File: src/rtl/seq_divider_pkg.sv
// Shared types and constants for the sequential signed divider.
package seq_divider_pkg;

  localparam int DW = 16;  // dividend width
  localparam int VW = 8;   // divisor / quotient / remainder width

  typedef enum logic [1:0] {IDLE, DIV, FIX, DONE} div_state_t;

  // One count value per dividend bit (DW = 16 -> 4 bits).
  typedef logic [3:0] count_t;

  localparam count_t        COUNT_LOAD   = 4'd15;
  localparam logic [VW-1:0] DBZ_QUOTIENT = 8'hFF;
  localparam logic [VW-1:0] Q_MAX        = 8'h7F;  // +127
  localparam logic [VW-1:0] Q_MIN        = 8'h80;  // -128

endpackage

File: src/rtl/seq_divider_if.sv
// Operand/result handshake bundle for seq_divider.
// Values are carried as raw bit vectors; the divider interprets them as
// two's complement.
interface seq_divider_if;
  import seq_divider_pkg::*;

  logic          start;
  logic [DW-1:0] dividend;
  logic [VW-1:0] divisor;
  logic [VW-1:0] quotient;
  logic [VW-1:0] remainder;
  logic          done;
  logic          busy;
  logic          dbz;
  logic          ovf;

  modport master (
    output start, dividend, divisor,
    input  quotient, remainder, done, busy, dbz, ovf
  );

  modport slave (
    input  start, dividend, divisor,
    output quotient, remainder, done, busy, dbz, ovf
  );

endinterface

File: src/rtl/seq_divider_div_step.sv
// One restoring-division step: shift the next dividend bit into the
// partial remainder and trial-subtract the divisor magnitude.
module div_step
  import seq_divider_pkg::*;
(
  input  logic [VW:0]   prem,       // partial remainder, always < dvsr
  input  logic          next_bit,   // next dividend bit, MSB first
  input  logic [VW-1:0] dvsr,       // |divisor|, 1..128
  output logic [VW:0]   prem_next,
  output logic          q_bit
);

  logic [VW+1:0] shifted;
  logic [VW+1:0] trial;

  // Shift, trial subtract, keep the difference only when it is non-negative.
  always_comb begin
    shifted   = {prem, next_bit};
    trial     = shifted - {2'b00, dvsr};
    q_bit     = ~trial[VW+1];
    prem_next = q_bit ? trial[VW:0] : shifted[VW:0];
  end

endmodule

File: src/rtl/seq_divider.sv
// Sequential signed divider: 16-bit dividend / 8-bit divisor -> 8-bit
// quotient (truncated toward zero) and 8-bit remainder (sign of dividend).
// Sign-magnitude restoring division, one quotient bit per clock.
// Build option: define OVF_CHECK_EN to flag and saturate quotients outside
// [-128,127]; otherwise the quotient is the low 8 bits and ovf stays 0.
module seq_divider
  import seq_divider_pkg::*;
(
  input  logic         clk,
  input  logic         reset,   // asynchronous, active-low
  seq_divider_if.slave bus
);

  div_state_t    state_q, state_d;
  count_t        count_q;
  logic [DW-1:0] dd_q;          // |dividend|, shifted out MSB-first; fills with quotient bits
  logic [VW-1:0] dv_q;          // |divisor|
  logic [VW:0]   prem_q;        // partial remainder
  logic          neg_quo_q;     // operand signs differ
  logic          neg_rem_q;     // dividend negative

  logic [VW-1:0] quotient_q, remainder_q;
  logic          dbz_q, ovf_q;

  logic          accept, div_zero;
  logic [DW-1:0] dd_mag;
  logic [VW-1:0] dv_mag;
  logic [VW:0]   prem_step;
  logic          q_bit;
  logic [VW-1:0] quo_fix, rem_fix;
  logic          ovf_fix;

  assign accept   = bus.start && ((state_q == IDLE) || (state_q == DONE));
  assign div_zero = (bus.divisor == '0);

  // 16 unsigned bits hold |-32768| = 32768, so the most negative dividend is safe.
  assign dd_mag = bus.dividend[DW-1] ? (~bus.dividend + 1'b1) : bus.dividend;
  assign dv_mag = bus.divisor[VW-1]  ? (~bus.divisor + 1'b1)  : bus.divisor;

  div_step u_step (
    .prem      (prem_q),
    .next_bit  (dd_q[DW-1]),
    .dvsr      (dv_q),
    .prem_next (prem_step),
    .q_bit     (q_bit)
  );

  // State register.
  always_ff @(posedge clk or negedge reset) begin
    // NOTE: sequential state uses non-blocking assignments so every register
    // samples pre-edge values regardless of statement order.
    if (!reset) state_q <= IDLE;
    else        state_q <= state_d;
  end

  // Next-state logic.
  always_comb begin
    // NOTE: every combinational output gets a default first so no path
    // leaves it unassigned and infers a latch.
    state_d = state_q;
    unique case (state_q)
      IDLE, DONE: if (accept) state_d = div_zero ? DONE : DIV;
      DIV:        if (count_q == '0) state_d = FIX;
      FIX:        state_d = DONE;
      default:    state_d = IDLE;
    endcase
  end

  // Sign fix-up of the magnitude results, with optional overflow saturation.
  always_comb begin
    rem_fix = neg_rem_q ? (~prem_q[VW-1:0] + 1'b1) : prem_q[VW-1:0];
    quo_fix = neg_quo_q ? (~dd_q[VW-1:0] + 1'b1) : dd_q[VW-1:0];
    ovf_fix = 1'b0;
`ifdef OVF_CHECK_EN
    if (!neg_quo_q && (dd_q > DW'(127))) begin
      quo_fix = Q_MAX;
      ovf_fix = 1'b1;
    end else if (neg_quo_q && (dd_q > DW'(128))) begin
      quo_fix = Q_MIN;
      ovf_fix = 1'b1;
    end
`endif
  end

  // Operand capture, iteration and result registers.
  always_ff @(posedge clk or negedge reset) begin
    // NOTE: every datapath register is reset so an abandoned run never
    // exposes a partial result; there is no memory array here to exempt.
    if (!reset) begin
      count_q     <= '0;
      dd_q        <= '0;
      dv_q        <= '0;
      prem_q      <= '0;
      neg_quo_q   <= 1'b0;
      neg_rem_q   <= 1'b0;
      quotient_q  <= '0;
      remainder_q <= '0;
      dbz_q       <= 1'b0;
      ovf_q       <= 1'b0;
    end else begin
      unique case (state_q)
        IDLE, DONE: begin
          if (accept) begin
            if (div_zero) begin
              quotient_q  <= DBZ_QUOTIENT;
              remainder_q <= bus.dividend[VW-1:0];
              dbz_q       <= 1'b1;
              ovf_q       <= 1'b0;
            end else begin
              dd_q      <= dd_mag;
              dv_q      <= dv_mag;
              prem_q    <= '0;
              neg_quo_q <= bus.dividend[DW-1] ^ bus.divisor[VW-1];
              neg_rem_q <= bus.dividend[DW-1];
              count_q   <= COUNT_LOAD;
              dbz_q     <= 1'b0;
              ovf_q     <= 1'b0;
            end
          end
        end
        DIV: begin
          prem_q  <= prem_step;
          dd_q    <= {dd_q[DW-2:0], q_bit};
          count_q <= count_q - 1'b1;
        end
        FIX: begin
          quotient_q  <= quo_fix;
          remainder_q <= rem_fix;
          ovf_q       <= ovf_fix;
        end
        default: ;
      endcase
    end
  end

  assign bus.quotient  = quotient_q;
  assign bus.remainder = remainder_q;
  assign bus.dbz       = dbz_q;
  assign bus.ovf       = ovf_q;
  assign bus.done      = (state_q == DONE);
  assign bus.busy      = (state_q == DIV) || (state_q == FIX);

endmodule

File: src/flat_wrapper.sv
// flat-port wrapper written by rule: the top's interface ports become plain ports
module seq_divider_flat import seq_divider_pkg::*;
  (clk, reset, bus_start, bus_dividend, bus_divisor, bus_quotient, bus_remainder, bus_done, bus_busy, bus_dbz, bus_ovf);
  seq_divider_if bus_i ();
  input  logic clk;
  input  logic reset;
  input wire logic [$bits(bus_i.start)-1:0] bus_start;
  input wire logic [$bits(bus_i.dividend)-1:0] bus_dividend;
  input wire logic [$bits(bus_i.divisor)-1:0] bus_divisor;
  output wire logic [$bits(bus_i.quotient)-1:0] bus_quotient;
  output wire logic [$bits(bus_i.remainder)-1:0] bus_remainder;
  output wire logic [$bits(bus_i.done)-1:0] bus_done;
  output wire logic [$bits(bus_i.busy)-1:0] bus_busy;
  output wire logic [$bits(bus_i.dbz)-1:0] bus_dbz;
  output wire logic [$bits(bus_i.ovf)-1:0] bus_ovf;
  assign bus_i.start = bus_start;
  assign bus_i.dividend = bus_dividend;
  assign bus_i.divisor = bus_divisor;
  assign bus_quotient = bus_i.quotient;
  assign bus_remainder = bus_i.remainder;
  assign bus_done = bus_i.done;
  assign bus_busy = bus_i.busy;
  assign bus_dbz = bus_i.dbz;
  assign bus_ovf = bus_i.ovf;
  seq_divider u_core (.clk(clk), .reset(reset), .bus(bus_i));
endmodule
File: config.mk
export PLATFORM = sky130hd
export DESIGN_NAME = seq_divider_flat
export DESIGN_NICKNAME = d
export VERILOG_FILES = /design/src/rtl/seq_divider_pkg.sv /design/src/rtl/seq_divider_if.sv /design/src/rtl/seq_divider_div_step.sv /design/src/rtl/seq_divider.sv /design/src/flat_wrapper.sv
export SDC_FILE = /design/constraint.sdc
export NUM_CORES = 1
export LEC_CHECK = 0
export CORE_MARGIN = 3
export CORE_UTILIZATION = 45
export CTS_CLUSTER_DIAMETER = 40
export DETAILED_ROUTE_END_ITERATION = 16
export PLACE_DENSITY = 0.7
export SLEW_MARGIN = 25
export SYNTH_ARGS = -nofsm -noshare
export SYNTH_HDL_FRONTEND = slang
export SYNTH_SLANG_ARGS = --single-unit
File: constraint.sdc
create_clock -name clk -period 2.4 [get_ports clk]
set_input_delay 0.72 -clock clk [delete_from_list [all_inputs] [get_ports clk]]
set_output_delay 0.72 -clock clk [all_outputs]
set_load 0.1 [all_outputs]
=== Word-level counts from Yosys, hierarchy flattened ===
Index checks and enable logic that the tools add are counted.

* Input bits: 27
* Register bits: 59
* Word-level logic and storage cells: 73
* Output and inout bits: 20

* Reductions and logical operators: 15
* $add $sub $neg: 6
* Equal/unequal tests: 7
* Multiplexer cells: 27
* Bitwise logic cells: 7

{| class="wikitable"
|+ Operators with widths
! kind !! number
|-
| $mux W8 || 7
|-
| $mux W16 || 3
|-
| $pmux W16 S2 || 1
|-
| $pmux W8 S2 || 2
|-
| $mux W9 || 3
|-
| $add A8 B1 Y8 const B || 3
|-
| $not A8 Y8 || 3
|-
| $pmux W9 S2 || 1
|-
| $add A16 B1 Y16 const B || 1
|-
| $not A16 Y16 || 1
|-
| $sub A10 B8 Y10 || 1
|-
| $reduce_and A3 Y1 || 3
|-
| $logic_not A8 Y1 || 1
|-
| $mux W4 || 2
|-
| $pmux W4 S2 || 1
|-
| $mux W2 || 3
|-
| $ne A2 B1 Y1 const B || 3
|-
| $pmux W2 S3 || 1
|-
| $reduce_and A2 Y1 || 3
|-
| $eq A2 B2 Y1 const B || 2
|-
| $logic_not A4 Y1 || 1
|-
| $reduce_bool A2 Y1 || 2
|-
| $sub A4 B1 Y4 const B || 1
|-
| $eq A2 B1 Y1 const B || 1
|-
| 9 further kinds || 12
|}

=== Logic depth before layout (Yosys ltp) ===
Gate-level depths: netlist (run 1).

* Depth in word-level cells: 6
* Depth in mapped cells: 10
* Mapped depth without buffers: 10

=== By module ===
From an unflattened synthesis (run 1), not the netlist that was laid out.

* Cell total of the unflattened synthesis: 467
* Area total of the unflattened synthesis: 4043.9 µm²

{| class="wikitable"
|+ Modules (own cells, without submodules)
! module !! seq. area each (µm²) !! area an instance (µm²) !! cells each !! times used
|-
| seq_divider || 1451.4 || 3478.3 || 395 || 1
|-
| div_step || 0.0 || 565.5 || 72 || 1
|}

=== Least setup slack after synthesis (run 1) ===
No wires, ideal clock.

* Kind: register to register
* From: register u_core.state_q[0]
* To: register u_core.count_q[3]
* Setup slack: 0.003 ns
* Arrival: 2.261 ns
* Setup time: 0.136 ns
* Stages on the path, launching flop included: 9
* Path buffers: 1
* Period minus slack after synthesis: 2.397 ns
* Required time: 2.264 ns
* Cell sequence: dfrtp_1 > inv_1 > ha_1 > buf_2 > inv_1 > a21oi_1 > nor4_1 > xnor2_1 > o21ai_0

* Cells in the longest elaborated chain, start to end: 5
* Elaborated cells between the ends (all ways): 11
* Classes of those cells: 4 x eq/ne; 1 x mux; 6 x reduce/logical

{| class="wikitable"
|+ Ends and longest elaborated chain
! what !! RTL line !! RTL
|-
| start, declared || seq_divider.sv:14 || <nowiki>div_state_t state_q, state_d;</nowiki>
|-
| start signal, assigned || seq_divider.sv:53 || <nowiki>else state_q <= state_d;</nowiki>
|-
| $eq A2 B2 Y1 or $logic_not A2 Y1 (tied branches) || seq_divider.sv:33, seq_divider.sv:101 ||
|-
| $logic_or A1 B1 Y1 || seq_divider.sv:33 || <nowiki>assign accept = bus.start && ((state_q == IDLE) || (state_q == DONE));</nowiki>
|-
| $logic_and A1 B1 Y1 || seq_divider.sv:33 ||
|-
| $ne A2 B1 Y1 (no line) || -- ||
|-
| $reduce_and A3 Y1 (no line) || -- ||
|-
| end signal, assigned || seq_divider.sv:124 || <nowiki>count_q <= count_q - 1'b1;</nowiki>
|-
| end, declared || seq_divider.sv:15 || <nowiki>count_t count_q;</nowiki>
|}

Several ways; a longest one is shown, not always the timed one.
A chain may end at the register's enable or synchronous reset.

=== Worst setup path after layout (run 1) ===
* From: register u_core.prem_q[1]
* To: register u_core.prem_q[0]

* Cells in the longest elaborated chain, start to end: 3

{| class="wikitable"
|+ Ends and longest elaborated chain
! what !! RTL line !! RTL
|-
| start, declared || seq_divider.sv:18 || <nowiki>logic [VW:0] prem_q;</nowiki>
|-
| start signal, assigned || seq_divider.sv:122 || <nowiki>prem_q <= prem_step;</nowiki>
|-
| $sub A10 B8 Y10 || seq_divider_div_step.sv:19 || <nowiki>trial = shifted - {2'b00, dvsr};</nowiki>
|-
| $mux W9 || seq_divider_div_step.sv:21 || <nowiki>prem_next = q_bit ? trial[VW:0] : shifted[VW:0];</nowiki>
|-
| $pmux W9 S2 || seq_divider.sv:101 || <nowiki>unique case (state_q)</nowiki>
|}

Every way passes these cells.

==> impl_metrics.json, run 1 <==
{
  "status": "complete, no violations",
  "slew_violations": 0,
  "remaining_drc_errors": 0,
  "finalWeightedCongestion": 0.889,
  "avgViaCountPerCell": 5.44,
  "place.detailed.instances": 619,
  "cell_internal_pwr_mw": 3.73,
  "synthDominantCellAreaShare_pct": 38.3,
  "htree_levels": 3,
  "worst_skew_pair.late_latency_ns": 0.34,
  "initial_core_util_pct": 47.8,
  "synth_edf_count": 0,
  "max_clock_freq_mhz": 421,
  "nNetsFinal": 577,
  "final-instance-count-excl-fill": 639,
  "yosys.cell_types.count": 56,
  "wl_per_cell_um": 15.6,
  "numClockSinks": 58,
  "final_layout_size_suffix_gt1_share_pct": 23.1,
  "groute.usage.overall_pct": 20.6,
  "p_per_cell_area_nw_per_um2": 1490,
  "ctsLongestPathBuffers": 2,
  "number_of_global_route_vias_before_repair": 3390,
  "antenna_cells_inserted": 0,
  "first_pass_iters": 5,
  "coreArea_um2": 7930,
  "clk_pin_slew_worst_setup_hold_paths_ns": 0.07,
  "clockPowerShare_pct": 11.5,
  "worst_ep_arrival_time_ns": 2.64,
  "synth_top_cells_by_count": "sky130_fd_sc_hd__dfrtp_1, sky130_fd_sc_hd__nand2_1, sky130_fd_sc_hd__o21ai_0",
  "post_synth_and_or_nand_nor_area_fraction_pct": 15.5,
  "async_set_or_reset_flop_fraction_in_the_synthesized_netlist_pct": 100,
  "final_hold_viol_count": 0,
  "post-dp-hpwl_um": 7420,
  "yosysWarnings": 0,
  "die_area_um2": 9550,
  "floorplan.io_pins": 47,
  "cts_inserted_buffers": 9,
  "global_route_congestion_overflow_total": 0,
  "timing.critical_path.from_type": "register",
  "switching_part_of_the_total_pct": 50.0,
  "chipWidth_um": 97.7,
  "max-cap-violations": 0,
  "combinationalPowerShare_pct": 64.9,
  "port_buffers": 45,
  "fin_tns_setup_ns": 0,
  "cts_hold_buffers_added": 0,
  "proportion_of_synthesized_area_in_mux_cells_pct": 5.48,
  "synth.top_cells.by_area": "sky130_fd_sc_hd__dfrtp_1, sky130_fd_sc_hd__nand2_1, sky130_fd_sc_hd__ha_1",
  "setup.worst_path.end_class": "register",
  "routed_wl_um": 9960,
  "synth_adder_area_share_pct": 6.14,
  "most_used_dff_post_synth": "sky130_fd_sc_hd__dfrtp_1",
  "xor_and_xnor_fraction_of_the_mapped_netlist_area_pct": 9.51,
  "grt_setup_unrepaired": "yes",
  "type_of_the_worst_setup_path": "register to register",
  "overall_via_count_from_detail_route": 3474,
  "antenna_left": 0,
  "period_minus_slack_ns": 2.37,
  "antenna_found_initial": 0,
  "seq_power_share_pct": 23.5,
  "synth_fp_nets": 473,
  "area_leader_netlist": "sky130_fd_sc_hd__dfrtp_1",
  "main_combinational_cell_family_by_area_after_synthesis": "compound AO/OA/AOI/OAI gates",
  "average_size_of_a_mapped_cell_um2": 8.85,
  "switching_power_mw": 3.73,
  "path_max_fanout": 5,
  "power_leakage_nw": 2.28,
  "critical_path_required_ns": 2.67,
  "die_height_um": 97.7,
  "synth_compound_area_share_pct": 19.5,
  "cts_tree": "built",
  "holdCritPathClass": "primary input to async pin",
  "slew_headroom_pct": 65.7,
  "buffer_type_at_the_clock_tree_root": "sky130_fd_sc_hd__clkbuf_8",
  "vdd_ir_drop_max_uv": 463,
  "period_share_pct": 98.9,
  "tightest_slew_ns": 0.514,
  "rows": 32,
  "drt_first_iter_violations": 222,
  "worst_r2r_path_depth": 8,
  "post-route-util_pct": 63.3,
  "area_growth_pct": 32.4,
  "grt_max_degree": 39,
  "seq_area_frac_synth_pct": 38.3,
  "syn-cell-area_um2": 3790,
  "ys_ff_latch": 58,
  "clock-skew-final_ns": 0.00575,
  "grt_first_pass_wirelength_um": 16000,
  "timing.final.setup_violations": 0,
  "postSynthCellCount": 428
}
worst paths after layout:
kind,startpoint,to,slack (ns)
max reg2reg,u_core.prem_q[1],u_core.prem_q[0],0.03
min reg2reg,u_core.dd_q[10],u_core.dd_q[10],0.48
max,u_core.prem_q[1],u_core.prem_q[0],0.03
max in group asynchronous,reset,u_core.dd_q[14],1.47
min,reset,u_core.bus.quotient[3],0.34
min in group clk,u_core.dd_q[10],u_core.dd_q[10],0.48
power by group through the flow:
stage | Clock (mW) | Combinational, mW | Sequential, mW
3_3_place_gp | 0 | 4.50 | 1.75
5_1_grt | 0.899 | 5.21 | 1.82
4_1_cts | 0.867 | 4.61 | 1.74
6_report | 0.861 | 4.85 | 1.76
3_5_place_dp | 0 | 4.58 | 1.76
2_1_floorplan | 0 | 2.51 | 2.50
per-stage QoR:
step	worst slack [ns]	instance area [um^2]	hold WS, ns	power, mW
2_1_floorplan	0.00276	3790	0.424	5.01
3_3_place_gp	-0.265	4750	0.460	6.25
3_5_place_dp	-0.327	4750	0.466	6.34
4_1_cts	0.00812	4930	0.353	7.22
5_1_grt	-0.0534	5020	0.391	7.92
6_report	0.0268	5020	0.344	7.46
timing repair:
item                       4_1_cts  5_1_grt
gates resized for setup          0       11
setup endpoints to repair        0       22
buffers inserted                 0        3
cell usage in the layout (no fill, tap or decap), types with 2 or more instances in the layout:
| cell type | n |
|---|---|
| sky130_fd_sc_hd__ha_1 | 15 |
| sky130_fd_sc_hd__a21oi_1 | 24 |
| sky130_fd_sc_hd__clkbuf_1 | 2 |
| sky130_fd_sc_hd__inv_1 | 27 |
| sky130_fd_sc_hd__nand4_1 | 2 |
| sky130_fd_sc_hd__a31oi_1 | 7 |
| sky130_fd_sc_hd__nand2_1 | 57 |
| sky130_fd_sc_hd__nand3_1 | 5 |
| sky130_fd_sc_hd__dfrtp_1 | 58 |
| sky130_fd_sc_hd__o41ai_1 | 2 |
| sky130_fd_sc_hd__xor2_1 | 15 |
| sky130_fd_sc_hd__a21boi_0 | 2 |
| sky130_fd_sc_hd__xnor2_1 | 23 |
| sky130_fd_sc_hd__clkdlybuf4s50_1 | 25 |
| sky130_fd_sc_hd__a22oi_1 | 2 |
| sky130_fd_sc_hd__buf_12 | 4 |
| sky130_fd_sc_hd__clkbuf_8 | 12 |
| sky130_fd_sc_hd__o31ai_1 | 7 |
| sky130_fd_sc_hd__mux2_2 | 2 |
| sky130_fd_sc_hd__o21bai_1 | 2 |
| sky130_fd_sc_hd__o21ai_0 | 38 |
| sky130_fd_sc_hd__o21ai_1 | 5 |
| sky130_fd_sc_hd__mux2i_1 | 17 |
| sky130_fd_sc_hd__nor3_1 | 7 |
| sky130_fd_sc_hd__a21oi_2 | 4 |
| sky130_fd_sc_hd__ha_4 | 2 |
| sky130_fd_sc_hd__nor2b_1 | 5 |
| sky130_fd_sc_hd__nand2b_1 | 5 |
| sky130_fd_sc_hd__o211ai_1 | 3 |
| sky130_fd_sc_hd__o22ai_1 | 11 |
| sky130_fd_sc_hd__nor2_1 | 30 |
| sky130_fd_sc_hd__buf_4 | 82 |
| sky130_fd_sc_hd__inv_2 | 2 |
| sky130_fd_sc_hd__nor4_1 | 2 |
| sky130_fd_sc_hd__clkinv_2 | 2 |
kinds of logic (layout without fill, tap and decap cells):
| family | after synthesis | in the layout |
|---|---|---|
| DFF | 58 | 58 |
| AOI/OAI and AO/OA | 119 | 119 |
| buffers and inverters | 49 | 157 |
| and+or+nand+nor | 124 | 124 |
| muxes | 20 | 20 |
| adders and majority gates | 18 | 18 |
| xor gates and xnor gates | 39 | 40 |
| other | 1 | 1 |
critical path, stage by stage, from the launching register on:
cell and delay, ns:
sky130_fd_sc_hd__dfrtp_1 0.45, sky130_fd_sc_hd__ha_4 0.34, sky130_fd_sc_hd__nand3b_4 0.09, sky130_fd_sc_hd__a2111oi_4 0.44, sky130_fd_sc_hd__nor4_4 0.08, sky130_fd_sc_hd__buf_4 0.17, sky130_fd_sc_hd__xnor2_4 0.29, sky130_fd_sc_hd__mux2_4 0.34
sky130_fd_sc_hd__o22ai_2 0.10
sequential cells by signal, summed over array words and instances (netlist names):
name	cells
u_core.bus.dbz	1
u_core.bus.quotient	8
u_core.bus.remainder	8
u_core.count_q	4
u_core.dd_q	16
u_core.dv_q	8
u_core.neg_quo_q	1
u_core.neg_rem_q	1
u_core.prem_q	9
u_core.state_q	2
final cells by class:
class	count	area, um^2
Clock buffer	14	173
Clock inverter	2	10.0
Fill cell	677	2910
Inverter	29	109
Multi-Input combinational cell	322	2190
Sequential cell	58	1450
Tap cell	102	128
Timing Repair Buffer	112	951
metal layers:
| metal | up-vias | share of wire, % | GRT usage (%) | wire (um) |
|---|---|---|---|---|
| li1 | 1695 | - | - | - |
| met1 | 1652 | 42 | 25.5 | 4140 |
| met2 | 105 | 49 | 34.7 | 4910 |
| met3 | 22 | 6.6 | 5.07 | 657 |
| met4 | 0 | 2.5 | 7.67 | 249 |
| met5 | - | 0 | 0 | 0 |
(Power assumes the default switching activity.)
==> run 2, diff against run 1 <==
--- a/config.mk
+++ b/config.mk
@@ -5,9 +5,9 @@
 export SDC_FILE = /design/constraint.sdc
 export NUM_CORES = 1
 export LEC_CHECK = 0
+export ABC_AREA = 1
 export CORE_MARGIN = 3
 export CORE_UTILIZATION = 45
-export CTS_CLUSTER_DIAMETER = 40
 export DETAILED_ROUTE_END_ITERATION = 16
 export PLACE_DENSITY = 0.7
 export SLEW_MARGIN = 25
==> constraint.sdc (replaced) <==
create_clock -name clk -period 2.2 [get_ports clk]
set_input_delay 0.66 -clock clk [delete_from_list [all_inputs] [get_ports clk]]
set_output_delay 0.66 -clock clk [all_outputs]
set_load 0.1 [all_outputs]
==> run 2 against run 1 <==
- count of clock-buffer cells in the layout fell by 5
- register-to-register slack improved by 0.18 ns
- largest cell class unchanged
- core utilization fell by 1.7 points
- synthesized cell count rose by 33%
- wire length rose by 2.8%
- via count rose by 17%
- clock power rose by 30%
==> impl_metrics.json, run 2 <==
{
  "status": "complete, no violations",
  "drt_first_iter_violations": 258,
  "remaining_drc_errors": 0,
  "initial_core_util_pct": 47.2,
  "period_minus_slack_ns": 2.11,
  "avgViaCountPerCell": 5.23,
  "antenna_left": 0,
  "clk_pin_slew_worst_setup_hold_paths_ns": 0.09,
  "routed_wl_um": 10200,
  "seq_power_share_pct": 22.2,
  "yosysWarnings": 0,
  "number_of_global_route_vias_before_repair": 3836,
  "final_layout_size_suffix_gt1_share_pct": 15.2,
  "htree_levels": 3,
  "syn-cell-area_um2": 3960,
  "average_size_of_a_mapped_cell_um2": 6.95,
  "synth.top_cells.by_area": "sky130_fd_sc_hd__dfrtp_1, sky130_fd_sc_hd__nand2_1, sky130_fd_sc_hd__nand3_1",
  "groute.usage.overall_pct": 21.5,
  "die_height_um": 99.8,
  "synth_top_cells_by_count": "sky130_fd_sc_hd__nand2_1, sky130_fd_sc_hd__inv_1, sky130_fd_sc_hd__nand3_1",
  "max-cap-violations": 0,
  "die_area_um2": 9960,
  "grt_first_pass_wirelength_um": 17500,
  "synth_edf_count": 0,
  "ctsLongestPathBuffers": 2,
  "p_per_cell_area_nw_per_um2": 1620,
  "mostFrequentLayoutCells": "sky130_fd_sc_hd__nand2_1, sky130_fd_sc_hd__inv_1, sky130_fd_sc_hd__buf_4, sky130_fd_sc_hd__nand3_1, sky130_fd_sc_hd__dfrtp_1",
  "timing.critical_path.from_type": "register",
  "switching_part_of_the_total_pct": 51.7,
  "critical_path_required_ns": 1.54,
  "holdWs_ns": 0.288,
  "area_leader_netlist": "sky130_fd_sc_hd__dfrtp_1",
  "period_share_pct": 95.9,
  "max_clock_freq_mhz": 474,
  "holdCritPathClass": "primary input to async pin",
  "clock-skew-final_ns": 0.0201,
  "async_set_or_reset_flop_fraction_in_the_synthesized_netlist_pct": 100,
  "cell_internal_pwr_mw": 4.04,
  "detailedPlace.worstSlack_ns": -0.429,
  "type_of_the_worst_setup_path": "register to output pin",
  "cts_inserted_buffers": 9,
  "synth_fp_nets": 615,
  "overall_via_count_from_detail_route": 4052,
  "path_max_fanout": 3,
  "clockPowerShare_pct": 13.4,
  "design_power_total_mw": 8.36,
  "timing.final.ws_setup_ns": 0.0894,
  "postSynthCellCount": 570,
  "port_buffers": 45,
  "post-dp-hpwl_um": 7790,
  "chipWidth_um": 99.8,
  "antenna_found_initial": 0,
  "largest_register_ff_count": 16,
  "seq_area_frac_synth_pct": 36.7,
  "worst_ep_arrival_time_ns": 1.45,
  "wl_per_cell_um": 13.2,
  "fin_tns_setup_ns": 0,
  "buffer_type_at_the_clock_tree_root": "sky130_fd_sc_hd__clkbuf_8",
  "cts_tree": "built",
  "worst_skew_pair.late_latency_ns": 0.35,
  "finalWeightedCongestion": 0.860,
  "slew_violations": 0,
  "combinationalPowerShare_pct": 64.4,
  "power_leakage_nw": 2.69,
  "area_growth_pct": 30.4,
  "grt_setup_unrepaired": "no",
  "grt_max_degree": 59,
  "antenna_cells_inserted": 0,
  "timing.final.setup_violations": 0,
  "most_used_dff_post_synth": "sky130_fd_sc_hd__dfrtp_1",
  "first_pass_iters": 5,
  "numClockSinks": 58,
  "final_hold_viol_count": 0,
  "coreArea_um2": 8380,
  "yosys.cell_types.count": 32,
  "synthDominantCellAreaShare_pct": 36.7,
  "global_route_congestion_overflow_total": 0,
  "largest_register": "u_core.dd_q",
  "reg_top3": "u_core.dd_q (16), u_core.prem_q (9)",
  "rows": 33,
  "final_common_cell": "sky130_fd_sc_hd__nand2_1",
  "ys_ff_latch": 58,
  "nNetsFinal": 710,
  "yosys.cell_count.top_type": "sky130_fd_sc_hd__nand2_1",
  "setup.worst_path.end_class": "output pin",
  "switching_power_mw": 4.32,
  "vdd_ir_drop_max_uv": 1630,
  "floorplan.io_pins": 47
}
-- run 2: changes by cell type after synthesis, sizes merged, moves of 8 or more --
cell    previous run  this run
nand2             58       195
nand3              5        59
inv               29        74
xnor2             24         2
a21oi             28        11
mux2i             17         0
o22ai             12         0
nor2              30        39
o211ai             3        12
o21ai             44        36
-- run 2: what timing repair did --
action | 4_1_cts | 5_1_grt
setup endpoints to repair | 18 | 26
hold buffers | 0 | 0
gates cloned | 0 | 1
gates resized for setup | 1 | 7
pin swaps | 0 | 2
setup buffers | 1 | 6
-- run 2: layout make-up --
cell class / count / area, um^2
Inverter: 74 / 282
Tap cell: 105 / 131
Clock inverter: 7 / 101
Fill cell: 731 / 3220
Multi-Input combinational cell: 423 / 2170
Timing Repair Buffer: 99 / 903
Sequential cell: 58 / 1450
Clock buffer: 9 / 124
-- run 2: worst max-delay path, cell delays in order, from the launching register on --
cell and delay, ns:
sky130_fd_sc_hd__dfrtp_1 0.35, sky130_fd_sc_hd__inv_1 0.05, sky130_fd_sc_hd__ha_1 0.30, sky130_fd_sc_hd__buf_6 0.13
sky130_fd_sc_hd__clkinvlp_4 0.11, sky130_fd_sc_hd__buf_12 0.18
-- run 2: worst paths after layout --
kind,start,to,slack [ns],cells past startpoint
worst min register to register,u_core.bus.quotient[3],u_core.bus.quotient[3],0.48,2
min in group clk,u_core.bus.quotient[3],u_core.bus.quotient[3],0.48,2
max in group asynchronous,reset,u_core.neg_rem_q,1.63,2
worst max register to register,u_core.prem_q[3],u_core.prem_q[1],0.21,10
worst max-delay path,u_core.state_q[0],bus_busy,0.09,5
worst min-delay path,reset,u_core.bus.quotient[3],0.29,2
-- run 2: metal layers --
layer	track usage (%)	up-vias	wire (um)
met5	0	-	0
met1	29.5	1877	4580
met4	7.14	0	189
li1	-	2017	-
met3	3.27	21	578
met2	34.9	137	4890
-- run 2: power groups by stage --
| stage | Combinational (mW) | Sequential [mW] | Clock (mW) |
|---|---|---|---|
| 2_1_floorplan | 2.81 | 2.74 | 0 |
| 3_3_place_gp | 5.03 | 1.86 | 0 |
| 3_5_place_dp | 5.11 | 1.87 | 0 |
| 4_1_cts | 5.18 | 1.85 | 1.14 |
| 5_1_grt | 5.97 | 1.91 | 1.19 |
| 6_report | 5.39 | 1.85 | 1.12 |
-- run 2: logic make-up after synthesis --
logic type / after synthesis / share of synthesized area, %
AND/OR/NAND/NOR: 316 / 33.6
buffers and inverters: 89 / 9.10
AO/OA/AOI/OAI: 68 / 10.2
flip-flops: 58 / 36.7
XOR/XNOR: 20 / 4.42
adder cells (fa/ha/maj): 18 / 5.88
other: 1 / 0.0947
-- run 2: per-stage QoR --
step                      instances  area, um^2  utilization, %
after floorplan                 570        3960               -
after global placement          751        4820            57.5
after detailed placement        751        4820            57.5
after CTS                       768        5060            60.4
after global routing            775        5160            61.6
final                           775        5160            61.6
==> run 3, diff against run 2 <==
--- a/config.mk
+++ b/config.mk
@@ -6,7 +6,7 @@
 export NUM_CORES = 1
 export LEC_CHECK = 0
 export ABC_AREA = 1
-export CORE_MARGIN = 3
+export CORE_MARGIN = 5
 export CORE_UTILIZATION = 45
 export DETAILED_ROUTE_END_ITERATION = 16
 export PLACE_DENSITY = 0.7
==> run 3 against run 2 <==
- setup slack improved by 0.019 ns
- worst hold slack worse by 0.073 ns
- total power barely moved
- maximum frequency increased by 0.90%
- non-clock buffer count is 8 lower
- sequential power is essentially flat
- combinational power shrank 1%
- flip-flop and latch count is the same
- count of clock-buffer cells in the layout is 4 higher
- final cell count decreased by 0.65%
- clock skew decreased by 0.015 ns
- die area is 8.2% higher
- critical endpoint is now u_core.count_q[3]
- largest cell class unchanged
- largest power group unchanged
==> impl_metrics.json, run 3 (synthesis gave the netlist of run 2 again) <==
{
  "status": "complete, no violations",
  "antenna_left": 0,
  "initial_core_util_pct": 45.9,
  "period_minus_slack_ns": 2.09,
  "global_route_congestion_overflow_total": 0,
  "rows": 34,
  "cts_inserted_buffers": 9,
  "dpl-instance-area_um2": 4810,
  "fin_tns_setup_ns": 0,
  "remaining_drc_errors": 0,
  "clock-skew-final_ns": 0.00487,
  "timing.final.setup_violations": 0,
  "die_area_um2": 10800,
  "groute.usage.overall_pct": 19.7,
  "wl_per_cell_um": 13.7,
  "p_per_cell_area_nw_per_um2": 1630,
  "critical_path_required_ns": 2.41,
  "finalWeightedCongestion": 0.849,
  "antenna_found_initial": 0,
  "final-instance-count-excl-fill": 770,
  "vdd_ir_drop_max_uv": 1580,
  "coreArea_um2": 8640,
  "grt_setup_unrepaired": "no",
  "stage_delay_of_the_slowest_cell_on_the_critical_path_ns": 0.40,
  "power_leakage_nw": 2.66,
  "mostFrequentLayoutCells": "sky130_fd_sc_hd__nand2_1, sky130_fd_sc_hd__inv_1, sky130_fd_sc_hd__nand3_1, sky130_fd_sc_hd__buf_4, sky130_fd_sc_hd__dfrtp_1",
  "max-cap-violations": 0,
  "holdWs_ns": 0.215,
  "cts_tree": "built",
  "holdCritPathClass": "primary input to async pin",
  "setup.worst_path.end_class": "register",
  "ctsLongestPathBuffers": 2,
  "clk_pin_slew_worst_setup_hold_paths_ns": 0.07,
  "largest_register_ff_count": 16,
  "cp_cell_sequence": "clkdlybuf4s50_1 > inv_1 > ha_2 > nand4_4 > o21ai_4 > buf_4 > nand2_4 > buf_4 > nand2_1 > or2_2 > nand3_1",
  "worst-path-buf-inv": 4,
  "htree_levels": 3,
  "period_share_pct": 95.1,
  "die_height_um": 104,
  "post-dp-hpwl_um": 8270,
  "chipWidth_um": 104,
  "timing.critical_path.from_type": "primary input",
  "post-route-util_pct": 59.5,
  "grt_max_degree": 35,
  "port_buffers": 45,
  "numClockSinks": 58,
  "max_clock_freq_mhz": 478,
  "slew_violations": 0,
  "antenna_cells_inserted": 0,
  "path_max_fanout": 6,
  "worst_path_max_delay_cell": "sky130_fd_sc_hd__clkdlybuf4s50_1",
  "crit_top_cell": "sky130_fd_sc_hd__buf_4",
  "tightest_slew_ns": 0.497,
  "routed_wl_um": 10500,
  "final_layout_size_suffix_gt1_share_pct": 15.0,
  "cts_hold_buffers_added": 0,
  "buffer_type_at_the_clock_tree_root": "sky130_fd_sc_hd__clkbuf_8",
  "slew_headroom_pct": 66.8,
  "final_common_cell": "sky130_fd_sc_hd__nand2_1",
  "largest_register": "u_core.dd_q",
  "number_of_global_route_vias_before_repair": 3860,
  "final_hold_viol_count": 0,
  "nNetsFinal": 702,
  "worst_skew_pair.late_latency_ns": 0.33,
  "grt_first_pass_wirelength_um": 17900,
  "final_design_area_no_fill_um2": 5140,
  "place.detailed.instances": 751,
  "area_growth_pct": 29.7,
  "drt_first_iter_violations": 237,
  "first_pass_iters": 5,
  "type_of_the_worst_setup_path": "primary input to register",
  "worst_ep_arrival_time_ns": 2.30,
  "overall_via_count_from_detail_route": 3975,
  "reg_top3": "u_core.dd_q (16), u_core.prem_q (9)",
  "cp_top_family": "buffers and inverters",
  "floorplan.io_pins": 47,
  "avgViaCountPerCell": 5.16
}
-- run 3: report_power, final --
group,switching [mW],internal (mW),leakage (nW)
clock,0.433,0.764,0.126
sequential,0.341,1.52,0.704
combinational,3.53,1.78,1.83
total,4.30,4.07,2.66
-- run 3: per-layer routing --
metal	wire length [um]	share of wire, %	GRT usage (%)	up-vias
met4	108	1.0	4.44	0
met2	5080	48	33.2	106
met1	4830	46	26.0	1850
met5	0	0	0	-
li1	-	-	-	2008
met3	525	5.0	4.23	11
-- run 3: what timing repair did --
| action | 4_1_cts | 5_1_grt |
|---|---|---|
| pin swaps | 0 | 1 |
| endpoints found under the setup margin | 18 | 30 |
| resized for setup | 2 | 11 |
| setup buffers | 1 | 2 |
| endpoints found under the hold margin | 0 | 0 |
-- run 3: worst reg2reg max path: cells and delay by family (launching register included) --
kind / cells / cell delay [ns]
simple gates: 9 / 0.98
fa+ha+maj: 1 / 0.38
buf+inv: 1 / 0.10
flops: 1 / 0.46
-- run 3: path summary, 6_finish.rpt --
check / slack [ns] / start / depth (start not counted) / end
worst max register to register: 0.17 / u_core.prem_q[3] / 11 / u_core.prem_q[7]
worst min register to register: 0.48 / u_core.bus.quotient[2] / 2 / u_core.bus.quotient[2]
max in group asynchronous: 1.48 / reset / 2 / u_core.dd_q[4]
worst max-delay path: 0.11 / bus_divisor[0] / 11 / u_core.count_q[3]
worst min-delay path: 0.22 / reset / 1 / u_core.bus.dbz
min in group clk: 0.48 / u_core.bus.quotient[2] / 2 / u_core.bus.quotient[2]
-- run 3: layout make-up --
cell class                      instances  area (um^2)
Clock buffer                           13          179
Clock inverter                          3         68.8
Fill cell                             808         3500
Inverter                               74          284
Multi-Input combinational cell        423         2200
Sequential cell                        58         1450
Tap cell                              108          135
Timing Repair Buffer                   91          818
-- run 3: per-stage QoR --
stage          worst slack, ns  total power [mW]
6_report                 0.108              8.37
3_5_place_dp            -0.434              7.02
4_1_cts                 0.0265              8.28
3_3_place_gp            -0.360              6.89
2_1_floorplan           0.0927              5.55
5_1_grt                0.00399              9.02
